--- config.mk ---
export PLATFORM = sky130hd
export DESIGN_NAME = uart_rx_buffer
export DESIGN_NICKNAME = d
export VERILOG_FILES = /design/src/rtl/uart_rx_buffer.sv
export SDC_FILE = /design/constraint.sdc
export NUM_CORES = 1
export LEC_CHECK = 0
export CORE_UTILIZATION = 58
export DETAILED_ROUTE_END_ITERATION = 7
export PLACE_DENSITY_LB_ADDON = 0.1
export SLEW_MARGIN = 20
export SYNTH_ARGS = -nofsm -noshare
export SYNTH_HDL_FRONTEND = slang
export SYNTH_SLANG_ARGS = --single-unit
--- constraint.sdc ---
create_clock -name clk -period 3.6 [get_ports clk]
set_clock_uncertainty 0.15 [all_clocks]
set_input_delay 0.36 -clock clk [delete_from_list [all_inputs] [get_ports clk]]
set_output_delay 0.36 -clock clk [all_outputs]
set_load 0.01 [all_outputs]
--- src/rtl/uart_rx_buffer.sv ---
// uart_rx_buffer: 8N1 UART receiver that packs MEMORY_LENGTH bytes
// into one word and pulses dataReady when the word is complete.
module uart_rx_buffer #(
  parameter int DELAY_FRAMES  = 8,
  parameter int MEMORY_LENGTH = 2
) (
  input  logic                       clk,
  input  logic                       rst_n,
  input  logic                       uart_rx,
  output logic [MEMORY_LENGTH*8-1:0] data,
  output logic                       dataReady,
  output logic                       frame_error,
  output logic                       busy
);

  localparam int CW = $clog2(DELAY_FRAMES);
  localparam int BW = (MEMORY_LENGTH > 1) ? $clog2(MEMORY_LENGTH) : 1;
  localparam int WW = MEMORY_LENGTH * 8;

  localparam logic [CW-1:0] HALF_LAST = CW'(DELAY_FRAMES / 2 - 1);
  localparam logic [CW-1:0] FULL_LAST = CW'(DELAY_FRAMES - 1);
  localparam logic [CW-1:0] CNT_ONE   = CW'(1);
  localparam logic [BW-1:0] BYTE_LAST = BW'(MEMORY_LENGTH - 1);
  localparam logic [BW-1:0] BYTE_ONE  = BW'(1);

  typedef enum logic [2:0] {
    S_IDLE,
    S_START,
    S_DATA,
    S_STOP,
    S_BREAK
  } state_t;

  state_t        state_q, state_d;
  logic          rx_meta_q, rx_s_q;
  logic [CW-1:0] cnt_q, cnt_d;
  logic [2:0]    bit_q, bit_d;
  logic [BW-1:0] byte_q, byte_d;
  logic [7:0]    shift_q, shift_d;
  logic [WW-1:0] word_q, word_d;
  logic [WW-1:0] data_q, data_d;
  logic          rdy_q, rdy_d;
  logic          ferr_q, ferr_d;

  // Two-flop synchronizer; idles high so reset does not fake a start bit.
  always_ff @(posedge clk or negedge rst_n) begin
    if (!rst_n) begin
      rx_meta_q <= 1'b1;
      rx_s_q    <= 1'b1;
    end else begin
      rx_meta_q <= uart_rx;
      rx_s_q    <= rx_meta_q;
    end
  end

  // Receiver state and datapath registers.
  always_ff @(posedge clk or negedge rst_n) begin
    if (!rst_n) begin
      state_q <= S_IDLE;
      cnt_q   <= '0;
      bit_q   <= '0;
      byte_q  <= '0;
      shift_q <= '0;
      word_q  <= '0;
      data_q  <= '0;
      rdy_q   <= 1'b0;
      ferr_q  <= 1'b0;
    end else begin
      state_q <= state_d;
      cnt_q   <= cnt_d;
      bit_q   <= bit_d;
      byte_q  <= byte_d;
      shift_q <= shift_d;
      word_q  <= word_d;
      data_q  <= data_d;
      rdy_q   <= rdy_d;
      ferr_q  <= ferr_d;
    end
  end

  // Next-state: half-bit align on start, then full-bit sampling.
  always_comb begin
    state_d = state_q;
    cnt_d   = cnt_q + CNT_ONE;
    bit_d   = bit_q;
    byte_d  = byte_q;
    shift_d = shift_q;
    word_d  = word_q;
    data_d  = data_q;
    rdy_d   = 1'b0;
    ferr_d  = 1'b0;
    unique case (state_q)
      S_IDLE: begin
        cnt_d = '0;
        if (!rx_s_q) state_d = S_START;
      end
      S_START: begin
        if (cnt_q == HALF_LAST) begin
          cnt_d = '0;
          if (rx_s_q) begin
            state_d = S_IDLE;
          end else begin
            state_d = S_DATA;
            bit_d   = '0;
          end
        end
      end
      S_DATA: begin
        if (cnt_q == FULL_LAST) begin
          cnt_d          = '0;
          shift_d[bit_q] = rx_s_q;
          if (bit_q == 3'd7) state_d = S_STOP;
          else               bit_d   = bit_q + 3'd1;
        end
      end
      S_STOP: begin
        if (cnt_q == FULL_LAST) begin
          cnt_d   = '0;
          state_d = S_IDLE;
          if (rx_s_q) begin
            word_d[{byte_q, 3'b000} +: 8] = shift_q;
            if (byte_q == BYTE_LAST) begin
              data_d = word_d;
              rdy_d  = 1'b1;
              byte_d = '0;
            end else begin
              byte_d = byte_q + BYTE_ONE;
            end
          end else begin
            ferr_d  = 1'b1;
            byte_d  = '0;
            state_d = S_BREAK;
          end
        end
      end
      S_BREAK: begin
        cnt_d = '0;
        if (rx_s_q) state_d = S_IDLE;
      end
      default: begin
        cnt_d   = '0;
        state_d = S_IDLE;
      end
    endcase
  end

  assign data        = data_q;
  assign dataReady   = rdy_q;
  assign frame_error = ferr_q;
  assign busy        = (state_q != S_IDLE);

endmodule

==> results by stage <==
Outcome:
- The run finished with clean final reports.

Synthesis:
- Of the total synthesized cell area, the portion taken by XOR and XNOR cells is 0.0133.
- The simple-gate area share of the yosys netlist is 0.107.
- The dominant register cell in the synthesized netlist is dfrtp_1.
- By count the netlist is led by dfrtp_1 (44), mux2_2 (33), nand2_1 (6), ha_1 (5), nor2_1 (4).
- Each instance of the synthesized netlist takes up on average 14.0 sq um.
- The synthesized design contains 0 enable-type register cells.
- The post-synthesis sequential element count is 46.
- The largest total area in the synthesized netlist belongs to dfrtp_1.
- The synthesized-area fraction occupied by ao, oa, aoi and oai cells is 0.0407.
- The total number of yosys warnings is 0.
- The synthesized netlist cell count is around 140.
- The library cell with the highest instance count after synthesis is dfrtp_1.
- The synthesized-area fraction occupied by adder cells is 0.0318.
- The proportion of synthesized flip-flops having asynchronous set or reset is 1.00.
- By area, the combinational part of the netlist is dominated by multiplexers.
- Of the post-synthesis cell area, the part taken by muxes is 0.194.
- By area the synthesized netlist is led by dfrtp_1 (56%), mux2_2 (19%), ha_1 (3.2%).
- The summed instance area of the synthesized netlist is 1970 sq um.
- The part of the Yosys area used for sequential elements is 0.586.
- The number of nets handed over by synthesis was 149.
- In this run, distinct cell masters in the synthesized netlist total 34.
- Of the post-synthesis cell area, the dominant cell type holds 0.559.

Die:
- The overall die area is 3630 sq um.
- The number of rows created at floorplan is 20.
- The die extent in x is approximately 60 microns.
- From bottom edge to top edge, the die measures 60.3 microns.
- The initial core utilization is 0.630.
- The standard cell core area is 3130 sq um.
- The number of I/O pins is 22.

Critical path:
- The worst setup path is launched from a flop.
- At the worst endpoint, the required time is 3.09 ns.
- The worst setup path is of the flop to primary output kind.
- The largest fanout on the critical path is 13.
- STA classifies the critical path endpoint as a primary output.
- The critical path data arrival time is 1.82 ns.

Pwr:
- The maximum vdd drop is between 300 and 400 uV.
- The portion of total power attributed to sequential cells is 0.577.
- The internal power of the cells totals 789 uW.
- The net switching power is 358 uW.
- The total power density per cell area is 508 nW/um^2.
- The proportion of power drawn by combinational gates is 0.210.
- The power share of the clock group is 0.213.
- Of the total power, the share spent switching nets is 0.312.
- In this run the static leakage power is 1.07 nW.

Timing:
- The post-route worst setup slack is 1.27 ns.
- The final worst-path cycle share is 0.648.
- The count of pins over their slew limit is 0.
- The worst-margin pin slew is 0.555 ns.
- The highest clock rate is ~430 MHz.
- The setup-violating endpoint count in the final report is 0.
- The post-layout minimum cycle time is ~2.3 ns.
- The final count of hold timing violations is 0.
- In this run the tightest slew margin relative to its limit is 0.630.
- Setup repair after global routing left no endpoint under its margin.
- Adding up every negative setup slack in the final design gives 0 ns.

Clocking:
- Clock-pin slew was measured on the worst setup and hold paths at 0.11 ns.
- The cell at the root of the clock tree is clkbuf_4.
- The number of buffers inserted during clock tree synthesis is 5.
- TritonCTS built the clock tree.
- The number of sinks handled by clock tree synthesis is 46.
- The setup fix buffers added after clock tree synthesis is 0.
- In this run the number of H-tree levels came out at 2.
- For the worst-skew pair, the clock arrives at the later sink with an insertion delay of 0.35 ns.
- The clock passes through at most 2 buffers.

Route:
- The number of DRC markers after the initial detailed-route iteration is 45.
- The count of nets left with antenna violations once routing finished came out at 0.
- For this run, design rule violations remaining after detail routing come to 0.
- The routed via count divided by cell count is 5.61.
- After detailed routing, the total wire length is 3.11 mm.
- The mean routed wirelength per cell is 14.9 microns.
- The detailed router placed 1,173 vias in this run.
- The detailed-router iteration count before antenna repair is 4.

Global route:
- The global-route usage over all layers is 0.205.
- For this run, global-route usage on met2 was measured as 0.300.
- The pin count of the biggest net entering global routing is 47.
- The wire length of the first global-routing pass is 5.18 mm.
- The leftover overflow at the end of global routing is 0.
- The number of global-route vias before repair is 1,088.
- The number of antenna violations at the first check in global routing is 0.
- In the global route stage, met3 resource usage came out at 0.0671.
- The global-route track usage on met1 is 0.276.
- The highest-utilization routing layer at the global route stage is met2.

Cells and area:
- The net count of the finished layout is 172.
- Once layout is complete, the utilization of the core stands at 0.722.
- The layout cell share with drive strength beyond 1 is 0.297.
- The number of antenna diodes is 0.
- The multi-input combinational cells in the finished layout cover a total of 761 sq um.
- The area taken by flip-flops and latches is 1150 sq um.
- After routing the design area is around 2300 sq um.
- The area growth from synthesis to layout is 14.7%.
- Fill cells in the final layout number 219.

Worst hold path:
- The classification of the worst-slack hold path is flop to flop.

Placement:
- The cell area reported after detailed placement is 2190 sq um.
- The congestion estimate from routability-driven global placement came to approximately 0.8.
- At the placement stage, the worst setup path has a slack of 1.43 ns.
- The number of buffer cells added on primary ports is 21.
- Detailed placement ended at an HPWL of 2.19 mm.

Job:
- The count of max-cap constraint violations is 0.
-- flip-flops by register name, summed over array words and instances, names as in the netlist, 3 cells and up --
| name | cells |
|---|---|
| bit_q | 3 |
| state_q | 3 |
| shift_q | 8 |
| word_q | 8 |
| data | 16 |
| cnt_q | 3 |
-- worst paths after layout --
| check | startpoint | slack [ns] | depth (start not counted) | endpoint |
|---|---|---|---|---|
| setup / recovery | state_q[0] | 1.27 | 2 | busy |
| max in group asynchronous | rst_n | 2.54 | 2 | data[4] |
| setup reg to reg | cnt_q[0] | 1.43 | 5 | data[7] |
| min in group asynchronous | rst_n | 0.37 | 2 | data[8] |
| hold / removal | rx_meta_q | 0.22 | 0 | rx_s_q |
| hold reg to reg | rx_meta_q | 0.22 | 0 | rx_s_q |
-- cells in the final DEF (no fill, tap or decap), types with 3 or more instances in the layout --
| cell | instances |
|---|---|
| dfrtp_1 | 44 |
| mux2_2 | 33 |
| clkdlybuf4s50_1 | 20 |
| nand2_1 | 6 |
| ha_1 | 5 |
| clkbuf_4 | 5 |
| nor2_1 | 4 |
| inv_1 | 3 |
| nor4_1 | 3 |
| a311oi_1 | 3 |
| a21oi_1 | 3 |
| nand3_1 | 3 |
| nor3_1 | 3 |
-- stage by stage --
step | hold WS (ns) | power [mW] | std cells
after global routing | 0.223 | 1.22 | 209
after floorplan | -0.0856 | 0.843 | 141
after global placement | 0.200 | 0.897 | 200
final | 0.217 | 1.15 | 209
after CTS | 0.0155 | 1.16 | 208
after detailed placement | 0.198 | 0.911 | 200
-- routing by layer --
layer,wire (microns),vias to the layer above
met5,0,-
met4,54,0
met3,124,7
met2,1540,24
met1,1400,586
li1,-,556
-- worst max-delay path, stage by stage (launching register included) --
cell and delay [ns]:
dfrtp_1 0.57, or3_1 0.42, clkdlybuf4s50_1 0.48
-- cells by family (layout without fill, tap and decap cells) --
kind of cell | Yosys count | in the layout
flops | 46 | 46
simple gates | 32 | 32
buf+inv | 9 | 33
mux | 34 | 34
compound gates | 12 | 12
xor+xnor | 3 | 3
fa+ha+maj | 5 | 5
-- final cells by class --
cell class | count | area share
Clock buffer | 7 | 0.0244
Timing Repair Buffer | 22 | 0.0964
Multi-Input combinational cell | 86 | 0.337
Tap cell | 44 | 0.0244
Clock inverter | 1 | 0.00222
Sequential cell | 46 | 0.511
Inverter | 3 | 0.00499
-- repair_timing --
| action | CTS | global route |
|---|---|---|
| resized for setup | 0 | 0 |
| hold buffers | 0 | 1 |
| hold endpoints to repair | 0 | 44 |
-- power groups by stage --
stage,sequential [mW],combinational [mW],clock (mW)
2_1_floorplan,0.625,0.217,0
4_1_cts,0.660,0.242,0.257
6_report,0.661,0.241,0.245
3_3_place_gp,0.666,0.230,0
3_5_place_dp,0.669,0.242,0
5_1_grt,0.673,0.269,0.274
Note: power is estimated with default switching activity, not from simulation.
